$ cat config.mk
export PLATFORM = sky130hd
export DESIGN_NAME = id_stage_reg
export DESIGN_NICKNAME = d
export VERILOG_FILES = /design/src/rtl/id_stage_reg.sv
export SDC_FILE = /design/constraint.sdc
export NUM_CORES = 1
export LEC_CHECK = 0
export CAP_MARGIN = 20
export CORE_MARGIN = 4
export CORE_UTILIZATION = 25
export CTS_CLUSTER_DIAMETER = 50
export DETAILED_ROUTE_END_ITERATION = 10
export HOLD_SLACK_MARGIN = 0.06
export SETUP_SLACK_MARGIN = 0.4
export SYNTH_ARGS = -nofsm -noshare
export SYNTH_HDL_FRONTEND = slang
export SYNTH_SLANG_ARGS = --single-unit
export TNS_END_PERCENT = 10
$ cat constraint.sdc
create_clock -name clk -period 3.8 [get_ports clk]
set_input_delay 1.14 -clock clk [delete_from_list [all_inputs] [get_ports clk]]
set_output_delay 1.14 -clock clk [all_outputs]
set_load 0.1 [all_outputs]
$ cat src/rtl/id_stage_reg.sv
// ID/EX pipeline register for the five-stage ARM core.
// It captures the decode control word and the decoded operands, then presents them to execute one cycle later.
// Supports hazard freeze, branch flush (bubble insertion) and a saturating bubble counter.
module id_stage_reg #(
  parameter int DATA_WIDTH       = 32,
  parameter int BUBBLE_CNT_WIDTH = 16
) (
  input  logic                        clk,
  input  logic                        rst,
  input  logic                        flush,
  input  logic                        freeze,
  input  logic                        valid_in,
  input  logic [3:0]                  execute_command_in,
  input  logic                        mem_read_in,
  input  logic                        mem_write_in,
  input  logic                        wb_enable_in,
  input  logic                        branch_taken_in,
  input  logic                        status_write_enable_in,
  input  logic                        immediate_in,
  input  logic                        ignore_hazard_in,
  input  logic [DATA_WIDTH-1:0]       pc_in,
  input  logic [DATA_WIDTH-1:0]       val_rn_in,
  input  logic [DATA_WIDTH-1:0]       val_rm_in,
  input  logic [11:0]                 shift_operand_in,
  input  logic [23:0]                 signed_imm_24_in,
  input  logic [3:0]                  dest_in,
  input  logic [3:0]                  src1_in,
  input  logic [3:0]                  src2_in,
  input  logic                        carry_in,
  output logic [3:0]                  execute_command_out,
  output logic                        mem_read_out,
  output logic                        mem_write_out,
  output logic                        wb_enable_out,
  output logic                        branch_taken_out,
  output logic                        status_write_enable_out,
  output logic                        immediate_out,
  output logic                        ignore_hazard_out,
  output logic [DATA_WIDTH-1:0]       pc_out,
  output logic [DATA_WIDTH-1:0]       val_rn_out,
  output logic [DATA_WIDTH-1:0]       val_rm_out,
  output logic [11:0]                 shift_operand_out,
  output logic [23:0]                 signed_imm_24_out,
  output logic [3:0]                  dest_out,
  output logic [3:0]                  src1_out,
  output logic [3:0]                  src2_out,
  output logic                        carry_out,
  output logic                        valid_out,
  output logic [BUBBLE_CNT_WIDTH-1:0] bubble_count
);

  // The control word is kept packed so a bubble is simply an all-zero vector.
  localparam int CTRL_W = 11;

  logic [CTRL_W-1:0]           ctrl_in;
  logic [CTRL_W-1:0]           ctrl_q, ctrl_d;
  logic [DATA_WIDTH-1:0]       pc_q, pc_d;
  logic [DATA_WIDTH-1:0]       val_rn_q, val_rn_d;
  logic [DATA_WIDTH-1:0]       val_rm_q, val_rm_d;
  logic [11:0]                 shift_q, shift_d;
  logic [23:0]                 simm_q, simm_d;
  logic [3:0]                  dest_q, dest_d;
  logic [3:0]                  src1_q, src1_d;
  logic [3:0]                  src2_q, src2_d;
  logic                        carry_q, carry_d;
  logic                        valid_q, valid_d;
  logic [BUBBLE_CNT_WIDTH-1:0] bubble_q, bubble_d;
  logic                        bubble_event;

  assign ctrl_in = {execute_command_in, mem_read_in, mem_write_in, wb_enable_in,
                    branch_taken_in, status_write_enable_in, immediate_in,
                    ignore_hazard_in};

  // A bubble enters execute on a flush, or on a normal load of a non-instruction.
  assign bubble_event = flush | (~freeze & ~valid_in);

  // Next-state selection: flush beats freeze, and freeze beats a normal load.
  always_comb begin
    ctrl_d   = ctrl_q;
    pc_d     = pc_q;
    val_rn_d = val_rn_q;
    val_rm_d = val_rm_q;
    shift_d  = shift_q;
    simm_d   = simm_q;
    dest_d   = dest_q;
    src1_d   = src1_q;
    src2_d   = src2_q;
    carry_d  = carry_q;
    valid_d  = valid_q;
    if (flush) begin
      ctrl_d   = '0;
      pc_d     = '0;
      val_rn_d = '0;
      val_rm_d = '0;
      shift_d  = '0;
      simm_d   = '0;
      dest_d   = '0;
      src1_d   = '0;
      src2_d   = '0;
      carry_d  = 1'b0;
      valid_d  = 1'b0;
    end else if (!freeze) begin
      // A non-instruction must not carry side effects, so its control word is zeroed.
      ctrl_d   = valid_in ? ctrl_in : '0;
      pc_d     = pc_in;
      val_rn_d = val_rn_in;
      val_rm_d = val_rm_in;
      shift_d  = shift_operand_in;
      simm_d   = signed_imm_24_in;
      dest_d   = dest_in;
      src1_d   = src1_in;
      src2_d   = src2_in;
      carry_d  = carry_in;
      valid_d  = valid_in;
    end
  end

  // Saturating bubble counter: it stops at all-ones rather than wrapping.
  always_comb begin
    bubble_d = bubble_q;
    if (bubble_event && (bubble_q != {BUBBLE_CNT_WIDTH{1'b1}})) begin
      bubble_d = bubble_q + 1'b1;
    end
  end

  // State registers with synchronous reset, which overrides flush and freeze.
  always_ff @(posedge clk) begin
    if (rst) begin
      ctrl_q   <= '0;
      pc_q     <= '0;
      val_rn_q <= '0;
      val_rm_q <= '0;
      shift_q  <= '0;
      simm_q   <= '0;
      dest_q   <= '0;
      src1_q   <= '0;
      src2_q   <= '0;
      carry_q  <= 1'b0;
      valid_q  <= 1'b0;
      bubble_q <= '0;
    end else begin
      ctrl_q   <= ctrl_d;
      pc_q     <= pc_d;
      val_rn_q <= val_rn_d;
      val_rm_q <= val_rm_d;
      shift_q  <= shift_d;
      simm_q   <= simm_d;
      dest_q   <= dest_d;
      src1_q   <= src1_d;
      src2_q   <= src2_d;
      carry_q  <= carry_d;
      valid_q  <= valid_d;
      bubble_q <= bubble_d;
    end
  end

  assign {execute_command_out, mem_read_out, mem_write_out, wb_enable_out,
          branch_taken_out, status_write_enable_out, immediate_out,
          ignore_hazard_out} = ctrl_q;
  assign pc_out            = pc_q;
  assign val_rn_out        = val_rn_q;
  assign val_rm_out        = val_rm_q;
  assign shift_operand_out = shift_q;
  assign signed_imm_24_out = simm_q;
  assign dest_out          = dest_q;
  assign src1_out          = src1_q;
  assign src2_out          = src2_q;
  assign carry_out         = carry_q;
  assign valid_out         = valid_q;
  assign bubble_count      = bubble_q;

endmodule

Yosys cells after proc, flatten, opt, wreduce, memory -nomap -nowiden
Cells that the tools add are included.
{ "op_classes": {"n_reduce_logical": 2, "bitwise": 4, "n_mux": 1, "addsub": 1, "eq_ne": 1} }
{ "op_table": {"columns": ["op", "count"], "rows": [
  ["$add A16 B1 Y16 const B", 1],
  ["$ne A16 B16 Y1 const B", 1],
  ["$mux W11", 1],
  ["$not A1 Y1", 2],
  ["$reduce_or A2 Y1", 1],
  ["$and A1 B1 Y1", 1],
  ["$logic_and A1 B1 Y1", 1],
  ["$or A1 B1 Y1", 1]
]} }
{ "totals": {"output_inout_bits": 173, "register_bits": 173} }

Depth between registers and ports, before layout
Gate-level depths: netlist of run 1.
{ "depth": {"word_depth": 4, "ltp_mapped": 6, "ltp_nobuf": 5} }

Worst setup path before layout of run 1
No wires, ideal clock.
{ "synth_path": {"path_kind": "register to register", "start": "register bubble_q[0] (netlist: bubble_count[0])", "end": "register bubble_q[4] (netlist: bubble_count[4])", "arrival_ns": 2.389, "setup_slack_ns": 1.331, "setup_ns": 0.080, "path_stages_with_launch": 7, "t_required_ns": 3.720, "period_less_slack_ns": 2.469, "path_cell_list": "dfxtp_1 > ha_1 > nand3_2 > nor4_4 > buf_6 > a21oi_1 > a211oi_2"} }
{ "synth_between": {"elab_chain_len": 2, "word_cells_on_any_way": 3, "cone_classes": "1 x add/sub; 1 x eq/ne; 1 x reduce/logical"} }
{ "synth_lines": {"columns": ["item", "line", "rtl"], "rows": [
  ["from (decl)", "66", "logic [BUBBLE_CNT_WIDTH-1:0] bubble_q, bubble_d;"],
  ["from (signal assigned)", "152", "bubble_q <= bubble_d;"],
  ["branches (longest 2 deep; another with $add A16 B1 Y16)", null, null]
]} }
Parallel ways; which one is timed is not known.
A chain may end at the register's enable or synchronous reset.

Worst setup path after layout of run 1
{ "layout_path": {"start": "register val_rn_q[19] (netlist: val_rn_out[19])", "end": "output val_rn_out[19]"} }
{ "layout_rtl": {"columns": ["item", "line", "rtl"], "rows": [
  ["from (decl)", "57", "logic [DATA_WIDTH-1:0] val_rn_q, val_rn_d;"],
  ["from (signal assigned)", "143", "val_rn_q <= val_rn_d;"],
  ["to (decl)", "39", "output logic [DATA_WIDTH-1:0] val_rn_out,"]
]} }
No word-level cell between the ends.

==> results by group, run 1 <==
Clock tree
  – # Post-CTS Setup Buffers: 0
  – Clk_lat worst skew: 0.42 ns
  – H-tree Lvls: 4
  – Post-cts resize count: 0
  – Total CTS buffers: 17
  – Clock sink count: 173
  – Worst-path clk slew: 0.07 ns
  – Clock tree buffer depth: 2
  – CTS tree: done
  – Root buffer cell: clkbuf_16
  – Hold_buf cts: 0

Global route
  – Largest net degree at the start of global routing: 94
  – First-pass GRT wire length: 30.4 mm
  – GRT Util Overall: 13.4%
  – Vias in the first global route: 5340
  – Gr ovfl total: 0
  – Antenna violations before repair: 0

STA
  – RSZ-0062 raised after global routing: no
  – Worst Skew: 0.00929 ns
  – Max_slew headroom: 35.7%
  – Worst Tran Pin Value: 0.962 ns
  – Setup Viol. Count Final: 0
  – Hold Fails Final Rpt: 0
  – Final critical-path required period: 3.00 ns
  – Setup TNS Final: 0 ns
  – Slew Limit Fails: 0
  – Part of the cycle the worst path needs: 79.1%
  – Fmax achieved: 333 MHz

Yosys
  – Post-synth EDFFs: 0
  – Mapped Cells: 615
  – Post-synth ARST share: 0%
  – Synthesized area per cell: 10.4 um2
  – Synthesized area: 0.00638 mm2
  – Main synth FF type: dfxtp_1
  – Syn nets: 777
  – Post-synthesis cell type count: 38
  – Number of synthesized register bits: 173
  – Count of warnings emitted by yosys: 0
  – Seq/Total Area, Yosys: 54.3%

Finish
  – ANT cells: 0
  – Commonest cells after routing, fill and taps aside: buf_4 (174), dfxtp_1 (173), nor2_1 (162)
  – Nets: 1093
  – Fin util: 40.3%
  – Area Overhead vs Synth: 59.0%
  – Share of cells above drive strength 1: 23.0%
  – Commonest non-fill, non-tap cell in the layout: buf_4
  – Finished Cell Area: 0.0102 mm2

Pwr
  – Internal power: 3120 uW
  – Comb pwr share: 20.8%
  – Peak supply drop: 232 uV
  – Clk pwr share: 37.6%
  – Power density cells: 452 mW/mm2
  – Net Sw Power: 1460 uW
  – Switching Share: 31.9%
  – Leakage: 0.00452 uW
  – Sequential power share: 41.7%

Floorplan
  – CORE AREA: 0.0252 mm2
  – # IOs: 334
  – FP Rows: 58
  – DIE AREA: 0.0282 mm2
  – Initial Util: 25.4%
  – Die width: 168 um
  – Die Ht: 168 um

Drt
  – Routed Antenna Nets: 0
  – Via density: 4.32
  – Router iterations before antenna repair: 4
  – DRT iter0 DRCs: 268
  – Routed via count: 5506
  – Wire per inst: 15.5 um
  – Routed WL: 19.8 mm
  – DRC: 0

Critical path
  – Critical Path, Cell by Cell: clkdlybuf4s50_1
  – Crit path launch type: flop
  – Crit path max-delay family: buffers and inverters
  – Worst path required time: 2.66 ns
  – Crit. End Element: output pin
  – WP buf/inv: 1
  – Largest stage delay on the critical path: 1.13 ns
  – Arrival time worst endpoint: 1.86 ns
  – Crit-path slowest cell: clkdlybuf4s50_1
  – WP depth: 1
  – Setup CP Type: flop to output pin
  – Reg2reg path depth: 5
  – Crit Path Max Fanout: 2

Placement
  – DP HPWL: 14.2 mm
  – GPL Wtd Cong: 0.745
  – Count of input and output buffers: 333
  – Area after DPL: 0.00959 mm2

Hold path
  – Hold crit path type: flop to flop
  – WHS Path Cells: 2

Outcome
  – Status: completed

Run
  – Total of max-cap violations: 0
## cell type report
type                    instances  area, um2
repair buffers                338       2980
clock buffers                  19        433
fillers                      2513      15000
multi-input cells             398       2720
clock inverters                13        131
inverters                       3       11.3
well taps                     330        413
flip-flops and latches        173       3460
## cells by family after synthesis
family                     Yosys count  synth area share, %
and+or+nand+nor                    208                 14.2
DFF                                173                 54.3
muxes                              147                 23.0
buffers and inverters               44                 3.21
AOI/OAI and AO/OA                   42                 5.04
adders and majority gates            1                0.196
## sequential cells by signal, indices dropped and copies added (netlist names)
signal and cells:
dest_out 4, shift_operand_out 12, pc_out 32, val_rn_out 32, bubble_count 16, src1_out 4, valid_out 1, signed_imm_24_out 24
src2_out 4, carry_out 1, ctrl_q 11, val_rm_out 32
## power by group through the flow
stage                     clock, uW  combinational (uW)  sequential, uW
after floorplan                   0                 207            2390
after global placement            0                 956            1950
after detailed placement          0                 958            1950
after CTS                      1790                 961            1910
after global routing           1870                 997            1920
final                          1720                 952            1910
## final timing paths
| path | from | to | slack, ns |
|---|---|---|---|
| max | val_rn_out[19] | val_rn_out[19] | 0.80 |
| min | valid_out | valid_out | 0.49 |
| max reg2reg | bubble_count[0] | bubble_count[1] | 1.59 |
| min reg2reg | valid_out | valid_out | 0.49 |
## cells in the mapped netlist, types with 2 or more instances
cell type / number / share of area (%)
a211oi_1: 5 / 0.59
a21oi_1: 9 / 0.71
a22oi_1: 11 / 1.3
a311o_1: 2 / 0.31
a31oi_1: 2 / 0.20
and3_1: 2 / 0.20
and4_1: 2 / 0.27
buf_1: 6 / 0.35
buf_2: 14 / 1.1
buf_6: 3 / 0.53
clkbuf_1: 18 / 1.1
dfxtp_1: 173 / 54
inv_1: 3 / 0.18
mux2i_1: 147 / 23
nand2_1: 8 / 0.47
nand3_1: 6 / 0.47
nand4_1: 4 / 0.39
nor2_1: 162 / 9.5
nor2b_1: 5 / 0.49
nor3_1: 3 / 0.24
nor4_1: 3 / 0.29
o31ai_1: 6 / 0.71
or4_1: 6 / 0.71
## tightest hold or removal path, cell delays in order (launching register included)
cell	delay (ns)
dfxtp_1	0.33
a21oi_1	0.06
nor2_1	0.07
## metrics by stage
stage          worst slack, ns  hold slack (ns)  total power (uW)  std cells
6_report                 0.796            0.492              4590       1274
5_1_grt                  0.727            0.511              4790       1274
2_1_floorplan             1.33            0.945              2590        615
4_1_cts                  0.756            0.495              4660       1274
3_3_place_gp             0.950            0.472              2910       1242
3_5_place_dp             0.954            0.479              2910       1242
## per-layer routing
layer / part of all wire, % / wire length, um / vias to the layer above / GRT usage [%]
met2: 49 / 9720 / 162 / 22.6
li1: - / - / 2745 / -
met3: 6.3 / 1240 / 10 / 4.18
met4: 1.1 / 216 / 0 / 4.02
met1: 43 / 8580 / 2589 / 16.4
met5: 0 / 0 / - / 0
Power figures use the tool's default switching activity.
==> run 2, diff against run 1 <==
==> constraint.sdc (replaced) <==
create_clock -name clk -period 3.1 [get_ports clk]
set_input_delay 0.93 -clock clk [delete_from_list [all_inputs] [get_ports clk]]
set_output_delay 0.93 -clock clk [all_outputs]
set_load 0.1 [all_outputs]
==> run 2 against run 1 <==
Setup slack improved by 0.090 ns. First-iteration DRC count decreased by 21%. Utilization increased by 0.21 points. Die area unchanged.
==> results by group, run 2 (synthesized netlist as in run 1, its figures left out) <==
Outcome
  – Status: completed

Critical path
  – Largest stage delay on the critical path: 0.51 ns (-0.62 ns)
  – Setup CP Type: flop to output pin
  – FF-to-FF setup slack: 1.03 ns (-0.56 ns)
  – Crit path launch type: flop
  – Reg2reg path depth: 6 (+1)
  – WP depth: 1 (unchanged)
  – Worst path required time: 2.17 ns (-0.49 ns)
  – Crit. End Element: output pin
  – Arrival time worst endpoint: 1.28 ns (-0.58 ns)
  – Crit-path slowest cell: dfxtp_1
  – Crit Path Max Fanout: 9 (+7)
  – WP buf/inv: 1 (unchanged)
  – Critical Path, Cell by Cell: buf_4
  – Crit path max-delay family: flip-flops

STA
  – Worst Skew: 0.00834 ns (-0.000950 ns)
  – Setup ws final: 0.886 ns (+0.0899 ns)
  – Max_slew headroom: 55.2% (+19 points)
  – Setup TNS Final: 0 ns (unchanged)
  – Setup Viol. Count Final: 0 (unchanged)
  – Fmax achieved: 452 MHz
  – RSZ-0062 raised after global routing: no
  – Slew Limit Fails: 0 (unchanged)
  – Hold Fails Final Rpt: 0 (unchanged)
  – Part of the cycle the worst path needs: 71.4%
  – Worst Tran Pin Value: 0.672 ns (-0.289 ns)
  – Final critical-path required period: 2.21 ns

Clock tree
  – Post-cts resize count: 0 (unchanged)
  – Worst-path clk slew: 0.07 ns (about the same)
  – Clock sink count: 173 (unchanged)
  – H-tree Lvls: 4 (unchanged)
  – Total CTS buffers: 17 (unchanged)
  – # Post-CTS Setup Buffers: 0 (unchanged)
  – Clk_lat worst skew: 0.42 ns (about the same)
  – Clock tree buffer depth: 2 (unchanged)
  – Hold_buf cts: 0 (unchanged)
  – CTS tree: done
  – Root buffer cell: clkbuf_16

Finish
  – Commonest cells after routing, fill and taps aside: buf_4 (180), dfxtp_1 (173), nor2_1 (162)
  – ANT cells: 0 (unchanged)
  – Area Overhead vs Synth: 59.8%
  – Nets: 1098 (+0.46%)
  – Share of cells above drive strength 1: 23.6% (+0.62 points)
  – Commonest non-fill, non-tap cell in the layout: buf_4
  – Finished Cell Area: 0.0102 mm2 (+0.52%)
  – Final cell count without fillers: 1279 (+0.39%)
  – Fillers: 2529 (+0.64%)

Drt
  – DRC: 0 (unchanged)
  – Routed Antenna Nets: 0 (unchanged)
  – DRT iter0 DRCs: 213 (-21%)
  – Router iterations before antenna repair: 4 (unchanged)
  – Via density: 4.25 (-1.5%)
  – Routed WL: 19.9 mm (+0.47%)
  – Routed via count: 5442 (-1.2%)
  – Wire per inst: 15.5 um (about the same)

Placement
  – Area after DPL: 0.00962 mm2 (+0.37%)
  – DP HPWL: 14.5 mm (+2.0%)
  – Place WS: 0.513 ns (-0.440 ns)
  – Placed insts: 1247 (+0.40%)
  – GPL Wtd Cong: 0.743 (-0.24%)
  – Count of input and output buffers: 333 (unchanged)

Global route
  – Gr ovfl total: 0 (unchanged)
  – Largest net degree at the start of global routing: 70 (-26%)
  – First-pass GRT wire length: 30.7 mm (+0.86%)
  – Vias in the first global route: 5333 (-0.13%)
  – Antenna violations before repair: 0 (unchanged)
  – GRT Util Overall: 13.5% (+0.10 points)

Floorplan
  – # IOs: 334 (unchanged)
  – Die width: 168 um (unchanged)
  – FP Rows: 58 (unchanged)
  – Initial Util: 25.4% (unchanged)
  – CORE AREA: 0.0252 mm2 (unchanged)
  – Die Ht: 168 um (unchanged)
  – DIE AREA: 0.0282 mm2 (unchanged)

Hold path
  – Hold crit path type: flop to flop
  – WHS Path Cells: 2 (unchanged)

Pwr
  – Peak supply drop: 275 uV (+18%)
  – Leakage: 0.00456 uW (+0.70%)
  – Power density cells: 553 mW/mm2 (+22%)
  – Design Power: 5640 uW (+23%)

Run
  – Total of max-cap violations: 0 (unchanged)
## run 2: metrics by stage
| stage | utilization (%) | hold slack (ns) |
|---|---|---|
| floorplan | - | 0.945 |
| global placement | 38.2 | 0.475 |
| detailed placement | 38.2 | 0.485 |
| CTS | 40.5 | 0.502 |
| global route | 40.5 | 0.522 |
| finish | 40.5 | 0.496 |
## run 2: power by group
part | internal (uW) | switching (uW)
Combinational | 401 | 768
Clock | 1170 | 955
Sequential | 2300 | 46.4
## run 2: final timing paths
path	start	end
max	bubble_count[4]	bubble_count[4]
min	val_rn_out[26]	val_rn_out[26]
max reg2reg	bubble_count[0]	bubble_count[4]
min reg2reg	val_rn_out[26]	val_rn_out[26]
## run 2: area by class of cell
cell class              count  area [um2]  area share (%)
inverters                   3        11.3           0.110
flip-flops and latches    173        3460            33.9
clock inverters            12         125            1.23
repair buffers            343        3020            29.6
clock buffers              20         457            4.48
multi-input cells         398        2720            26.6
well taps                 330         413            4.05
## run 2: per-layer routing
| metal | share of wire (%) | GRT usage, % | up-vias | routed length, um |
|---|---|---|---|---|
| li1 | - | - | 2745 | - |
| met1 | 43 | 16.9 | 2524 | 8460 |
| met2 | 50 | 22.7 | 157 | 9880 |
| met3 | 6.1 | 3.90 | 16 | 1220 |
| met4 | 1.5 | 3.95 | 0 | 293 |
| met5 | 0 | 0 | - | 0 |
## run 2: worst register-to-register path: cells and delay by family (launching register included)
kind                       cells  cell delay [ns]
and+or+nand+nor                2             0.73
AOI/OAI and AO/OA              2             0.33
DFF                            1             0.45
buffers and inverters          1             0.27
adders and majority gates      1             0.24
==> run 3, diff against run 2 <==
==> constraint.sdc (replaced) <==
create_clock -name clk -period 2.1 [get_ports clk]
set_input_delay 0.63 -clock clk [delete_from_list [all_inputs] [get_ports clk]]
set_output_delay 0.63 -clock clk [all_outputs]
set_load 0.1 [all_outputs]
==> run 3 against run 2 <==
First-iteration DRC count up 47%. Worst hold slack improved by 0.011 ns. Sequential cell count stayed put. Register-to-register slack worse by 0.64 ns. Critical endpoint is now bubble_count[8]. Highest routed layer unchanged. Die area unchanged. Sequential power is 50% higher. Final cell count rose by 2.0%.
==> results by group, run 3 (synthesized netlist as in run 1, its figures left out) <==
Placement
  – GPL Wtd Cong: 0.751 (+1.0%)
  – Area after DPL: 0.0121 mm2 (+25%)
  – Count of input and output buffers: 333 (unchanged)
  – Placed insts: 1264 (+1.4%)
  – DP HPWL: 16.2 mm (+12%)
  – Place WS: -0.189 ns (-0.702 ns)

Drt
  – Router iterations before antenna repair: 4 (unchanged)
  – Routed via count: 5688 (+4.5%)
  – DRC: 0 (unchanged)
  – Via density: 4.36 (+2.5%)
  – Routed Antenna Nets: 0 (unchanged)
  – Wire per inst: 16.3 um (+4.8%)
  – DRT iter0 DRCs: 313 (+47%)
  – Routed WL: 21.2 mm (+6.8%)

Global route
  – Largest net degree at the start of global routing: 83 (+19%)
  – Antenna violations before repair: 0 (unchanged)
  – GRT Util Overall: 14.5% (+0.98 points)
  – Gr ovfl total: 0 (unchanged)
  – First-pass GRT wire length: 32.5 mm (+5.9%)
  – Vias in the first global route: 5626 (+5.5%)

STA
  – Fmax achieved: 581 MHz
  – Worst Skew: 0.00773 ns (-0.000611 ns)
  – Final critical-path required period: 1.72 ns
  – Setup Viol. Count Final: 0 (unchanged)
  – Max_slew headroom: 59.2% (+4.0 points)
  – Part of the cycle the worst path needs: 82.0%
  – Setup TNS Final: 0 ns (unchanged)
  – Hold Fails Final Rpt: 0 (unchanged)
  – Slew Limit Fails: 0 (unchanged)
  – RSZ-0062 raised after global routing: yes
  – Final hold slack: 0.506 ns (+0.0109 ns)
  – Worst Tran Pin Value: 0.612 ns (-0.0602 ns)
  – Setup ws final: 0.379 ns (-0.507 ns)

Critical path
  – Largest stage delay on the critical path: 0.53 ns (+0.02 ns)
  – Crit Path Max Fanout: 7 (-2)
  – WP buf/inv: 1 (unchanged)
  – R2r startpoint: bubble_count[1]
  – Crit. End Element: flop
  – Worst path required time: 2.45 ns (+0.28 ns)
  – Crit-path slowest cell: or4_1
  – Critical Path Source: flush
  – Crit path max-delay family: simple AND/OR/NAND/NOR gates
  – Crit path launch type: input pin
  – Critical Path, Cell by Cell: clkdlybuf4s50_1 > o21bai_4 > nand2b_4 > or4_1 > a21oi_2
  – Arrival time worst endpoint: 2.07 ns (+0.79 ns)
  – Setup CP Type: input pin to flop

Finish
  – Multi-input logic area: 0.00275 mm2 (+1.2%)
  – Register area: 0.00352 mm2 (+1.7%)
  – Final cell count without fillers: 1304 (+2.0%)
  – Share of cells above drive strength 1: 27.6% (+4.0 points)
  – Area Overhead vs Synth: 101%
  – Finished Cell Area: 0.0128 mm2 (+26%)
  – Fillers: 2213 (-12%)
  – Commonest non-fill, non-tap cell in the layout: buf_12
  – Nets: 1122 (+2.2%)
  – Commonest cells after routing, fill and taps aside: buf_12 (182), nor2_1 (162), clkdlybuf4s50_1 (158)

Floorplan
  – FP Rows: 58 (unchanged)
  – CORE AREA: 0.0252 mm2 (unchanged)
  – Die Ht: 168 um (unchanged)
  – Die width: 168 um (unchanged)
  – Initial Util: 25.4% (unchanged)
  – # IOs: 334 (unchanged)
  – DIE AREA: 0.0282 mm2 (unchanged)

Pwr
  – Peak supply drop: 504 uV (+83%)
  – Leakage: 0.00528 uW (+16%)
  – Power density cells: 715 mW/mm2 (+29%)

Clock tree
  – Hold_buf cts: 0 (unchanged)
  – Clock sink count: 173 (unchanged)
  – Clock tree buffer depth: 2 (unchanged)
  – Total CTS buffers: 17 (unchanged)
  – H-tree Lvls: 4 (unchanged)
  – Root buffer cell: clkbuf_16
  – Clk_lat worst skew: 0.42 ns (about the same)
  – CTS tree: done
  – Worst-path clk slew: 0.07 ns (about the same)

Hold path
  – Hold Crit Start: bubble_count[6]
  – Hold crit path type: flop to flop

Run
  – Total of max-cap violations: 0 (unchanged)

Outcome
  – Status: completed
[run 3: timing repair]
action	in CTS	in global routing
setup endpoints to repair	24	23
pin swaps	0	4
gates resized for setup	1	8
setup buffers	0	7
cloned	0	0
[run 3: worst paths after layout]
kind,cells past startpoint,slack (ns),to
setup / recovery,5,0.38,bubble_count[8]
hold / removal,1,0.51,bubble_count[6]
setup reg to reg,7,0.39,bubble_count[9]
hold reg to reg,1,0.51,bubble_count[6]
[run 3: cell type report]
cell class	instances	area share, %
Clock buffer	18	3.35
Timing Repair Buffer	367	42.6
Clock inverter	14	1.76
Sequential cell	173	27.5
Multi-Input combinational cell	398	21.5
Inverter	3	0.0879
Antenna cell	1	0.0195
Tap cell	330	3.22
[run 3: power by group]
| part | internal [uW] | switching [uW] |
|---|---|---|
| Combinational | 930 | 1170 |
| Sequential | 3380 | 130 |
| Clock | 2060 | 1490 |
| Total | 6370 | 2790 |
[run 3: stage by stage]
step / util, % / power [uW]
6_report: 50.9 / 9150
2_1_floorplan: - / 4690
3_5_place_dp: 47.9 / 5660
4_1_cts: 50.5 / 9270
5_1_grt: 50.8 / 9520
3_3_place_gp: 47.9 / 5640
[run 3: routing by layer]
| layer | vias up | part of all wire [%] | track usage [%] |
|---|---|---|---|
| met3 | 16 | 10 | 7.04 |
| li1 | 2801 | - | - |
| met5 | - | 0 | 0 |
| met1 | 2642 | 39 | 16.8 |
| met4 | 0 | 1.5 | 4.34 |
| met2 | 229 | 49 | 23.7 |
==> patch 1, RTL diff (flow settings as in run 1) <==
`val_rm_q` no longer has a reset.
--- a/src/rtl/id_stage_reg.sv
+++ b/src/rtl/id_stage_reg.sv
@@ -130,3 +130,2 @@
       val_rn_q <= '0;
-      val_rm_q <= '0;
       shift_q  <= '0;
@@ -143,3 +142,2 @@
       val_rn_q <= val_rn_d;
-      val_rm_q <= val_rm_d;
       shift_q  <= shift_d;
@@ -153,2 +151,6 @@
     end
+  end
+
+  always_ff @(posedge clk) begin
+    val_rm_q <= val_rm_d;
   end
Formal check against the unedited RTL: not equivalent (Yosys sat finds a counterexample within 4 cycles, from zero or initial values and one cycle with rst high).
==> patch 1 against run 1 <==
Combinational power up 1%. Critical path type unchanged. Sequential power is essentially flat. Area after synthesis is 1.8% lower. Wire length down 3.0%. Total power fell by 0.34%. Sequential cell count is the same. Design area shrank 0.68%. Critical endpoint is now val_rn_out[6]. Highest routed layer unchanged. Register-to-register slack improved by 0.02 ns. First-iteration DRC count shrank 13%. Setup slack got worse by 0.0060 ns. Critical path depth unchanged.
==> patch 1: results (changes against run 1) <==
Setup path
  – Setup crit end: val_rn_out[6]
  – R2r endpoint: bubble_count[2]
  – R2R Setup Slk: 1.61 ns (+0.02 ns)

Cells and area
  – Layout fillers: 2489 (-0.96%)
  – Layout cell share with drive strength beyond 1: 23.19% (+0.20 points)

Global route
  – Met1 Track Usage GR: 16.31% (-0.13 points)
  – Total GRT Usage: 13.41% (about the same)
  – Met3 usage: 5.856% (+1.7 points)
  – Largest net degree at the start of global routing: 92 (-2.1%)
  – Met2 usage: 21.89% (-0.71 points)
  – First-pass GRT wire length: 30.22 mm (-0.61%)

STA
  – Worst Skew: 0.01077 ns (+0.001487 ns)

Place
  – Dpl hpwl: 13.84 mm (-2.6%)
  – GP Congestion: 0.7804 (+4.7%)

Power
  – Max VDD drop: 0.3046 mV (+31%)
  – Cell internal pwr: 3.116 mW (-0.21%)

Synthesis
  – Top cells by count, synth: dfxtp_1 (173), nor2_1 (162), mux2i_1 (148)
  – Net Count, Synth: 772 (-0.64%)
  – Largest cells by area after synthesis: dfxtp_1 (55%), mux2i_1 (24%), nor2_1 (9.7%)
  – Seq/Total Area, Yosys: 55.23% (+0.97 points)

Clock network
  – Post-cts repair resize count: 0 (unchanged)

Status
  – Status: complete, no violations

Routing
  – Via count: 5414 (-1.7%)
  – Final WL: 19.17 mm (-3.0%)
  – DRT iter0 DRCs: 234 (-13%)
==> patch 1: metal layers <==
| layer | wire length, um | up-vias |
|---|---|---|
| li1 | - | 2716 |
| met1 | 8268 | 2475 |
| met2 | 8963 | 213 |
| met3 | 1717 | 10 |
| met4 | 215 | 0 |
| met5 | 0 | - |
==> patch 1: how the worst min path moves through the flow <==
stage	to	startpoint	slack, ns
2_1_floorplan	bubble_count[15]	bubble_count[15]	0.95
6_report	valid_out	valid_out	0.49
3_5_place_dp	val_rn_out[6]	val_rn_out[6]	0.48
3_3_place_gp	valid_out	valid_out	0.47
4_1_cts	val_rn_out[6]	val_rn_out[6]	0.50
5_1_grt	signed_imm_24_out[2]	signed_imm_24_out[2]	0.53
==> patch 1: power groups by stage <==
stage	registers, mW	logic (mW)	clock network [mW]
2_1_floorplan	2.41	0.188	0
3_3_place_gp	1.95	0.968	0
3_5_place_dp	1.95	0.971	0
4_1_cts	1.91	0.973	1.77
5_1_grt	1.92	1.01	1.84
6_report	1.91	0.963	1.69
==> patch 1: area by class of cell <==
cell class                      instances  area, um2  share of cell area (%)
Sequential cell                       173       3463                   34.35
Timing Repair Buffer                  341       3004                   29.80
Multi-Input combinational cell        397       2653                   26.31
Clock buffer                           17      425.4                   4.219
Tap cell                              324      405.4                   4.021
Clock inverter                         12      131.4                   1.303
==> patch 1: cells by family (layout without fill, tap and decap cells) <==
group / count (synthesis) / in the layout / synth area share, %
simple gates: 208 / 208 / 14.11
flops: 173 / 173 / 55.23
mux: 150 / 150 / 23.98
buf+inv: 40 / 370 / 2.554
compound gates: 38 / 38 / 3.931
fa+ha+maj: 1 / 1 / 0.1995
==> patch 1: through the flow <==
| stage | cells | hold WS [ns] | worst slack, ns | power (mW) | cell area [um2] |
|---|---|---|---|---|---|
| finish | 1264 | 0.4914 | 0.7897 | 4.569 | 10080 |
| global placement | 1235 | 0.4718 | 0.6199 | 2.919 | 9525 |
| detailed placement | 1235 | 0.4840 | 0.6070 | 2.924 | 9525 |
| CTS | 1264 | 0.5002 | 0.7554 | 4.657 | 10080 |
| global route | 1264 | 0.5266 | 0.7217 | 4.765 | 10080 |
| floorplan | 610 | 0.9452 | 1.065 | 2.599 | 6271 |
==> patch 2, RTL diff (config.mk and constraints of run 1) <==
Without the edit above. `DATA_WIDTH`: 32 -> 28.
--- a/src/rtl/id_stage_reg.sv
+++ b/src/rtl/id_stage_reg.sv
@@ -4,3 +4,3 @@
 module id_stage_reg #(
-  parameter int DATA_WIDTH       = 32,
+  parameter int DATA_WIDTH       = 28,
   parameter int BUBBLE_CNT_WIDTH = 16
Interface: changed (6 resized); port bits go from 334 to 310. The function was not compared with the original's and may differ.
==> patch 2 against run 1 <==
Via count down 6.2%. Area after synthesis down 7.9%. Total power decreased by 5.4%. Setup slack got worse by 0.037 ns. Design area decreased by 6.4%. Wire length decreased by 6.9%. Sequential cell count is 12 lower. Critical path depth did not move. Critical endpoint is now pc_out[9]. Largest power group unchanged.
==> patch 2: results (changes against run 1) <==
Clock network
  – Post-cts repair resize count: 0 (unchanged)
  – H-tree depth: 4 (unchanged)

Power
  – Static leakage: 4.218 nW (-6.8%)
  – Max VDD drop: 0.2429 mV (+4.6%)

Cells and area
  – Layout cell share with drive strength beyond 1: 23.18% (+0.19 points)
  – Fin nets: 1017 (-7.0%)
  – Layout fillers: 2296 (-8.6%)

Setup path
  – Maximum fanout along the worst path: 2 (unchanged)
  – CP max stage delay: 1.14 ns
  – R2R Setup Slk: 1.94 ns (+0.35 ns)
  – Arrival time at the worst endpoint: 1.90 ns (+0.04 ns)

Place
  – Dpl hpwl: 13.15 mm (-7.4%)
  – Placed inst area: 0.008906 mm2 (-7.1%)
  – GP Congestion: 0.7700 (+3.3%)
  – Buffers on Ports: 309 (-7.2%)

Routing
  – DRT iter0 DRCs: 229 (-15%)
  – Final WL: 18.39 mm (-6.9%)
  – Pre-antenna DRT Iters: 6 (+2)
  – Via/cell ratio: 4.327 (+0.12%)

Synthesis
  – Synth unique cells: 36 (-5.3%)
  – Seq/Total Area, Yosys: 54.81% (+0.56 points)
  – Largest cells by area after synthesis: dfxtp_1 (55%), mux2i_1 (23%), nor2_1 (9.6%)
  – Top cells by count, synth: dfxtp_1 (161), nor2_1 (150), mux2i_1 (134)
  – Net Count, Synth: 719 (-7.5%)

Global route
  – Total GRT Usage: 13.58% (+0.18 points)
  – Vias in the first global route: 5091 (-4.7%)
  – Largest net degree at the start of global routing: 78 (-17%)
  – First-pass GRT wire length: 28.34 mm (-6.8%)

STA
  – Max-slew headroom: 35.27% (-0.41 points)
  – Worst Skew: 0.005785 ns (-0.003503 ns)

Status
  – Status: complete, no violations
## patch 2: cell types whose count changed after synthesis, moves of 3 or more
cell | run 1 | this run
clkbuf_1 | 18 | 15
mux2i_1 | 147 | 134
a211oi_1 | 5 | 1
nand2_1 | 8 | 5
buf_1 | 6 | 9
dfxtp_1 | 173 | 161
a21oi_1 | 9 | 13
buf_6 | 3 | 0
nor2_1 | 162 | 150
nor2b_1 | 5 | 2
## patch 2: report_power, final
part,switching (mW),internal (mW)
logic,0.532,0.284
clock network,0.808,0.947
registers,0.0291,1.74
total,1.37,2.97
## patch 2: cell type report
class	instances	area [um2]	share of cell area, %
flip-flops and latches	161	3223	33.91
repair buffers	315	2781	29.26
well taps	313	391.6	4.120
clock buffers	18	429.2	4.515
clock inverters	14	170.2	1.790
inverters	2	7.507	0.07898
multi-input cells	370	2502	26.33
## patch 2: cells by family (layout without fill, tap and decap cells)
logic type | Yosys count | count (layout) | share of synthesized area, %
and+or+nand+nor | 193 | 193 | 14.62
AOI/OAI and AO/OA | 41 | 41 | 4.681
buffers and inverters | 38 | 349 | 2.681
adders and majority gates | 1 | 1 | 0.2127
DFF | 161 | 161 | 54.81
muxes | 135 | 135 | 23.00
## patch 2: metal layers
metal	GRT usage [%]	up-vias	routed length, um	share of wire, %
met3	6.864	12	2025	11
met4	3.606	0	192	1.0
met2	21.72	242	8443	46
li1	-	2552	-	-
met1	16.21	2356	7728	42
met5	0	-	0	0
## patch 2: final timing paths
| check | from | end | cells past startpoint |
|---|---|---|---|
| setup reg to reg | bubble_count[8] | bubble_count[0] | 4 |
| setup / recovery | pc_out[9] | pc_out[9] | 1 |
| hold reg to reg | pc_out[16] | pc_out[16] | 2 |
| hold / removal | pc_out[16] | pc_out[16] | 2 |
## patch 2: metrics by stage
stage          std cells  setup slack [ns]  power, mW  hold slack [ns]
6_report            1193            0.7585      4.338           0.4936
2_1_floorplan        569             1.411      2.343           0.9344
3_3_place_gp        1161            0.7480      2.626           0.4712
5_1_grt             1193            0.6853      4.530           0.5147
3_5_place_dp        1161            0.6986      2.628           0.4845
4_1_cts             1193            0.7253      4.421           0.5006
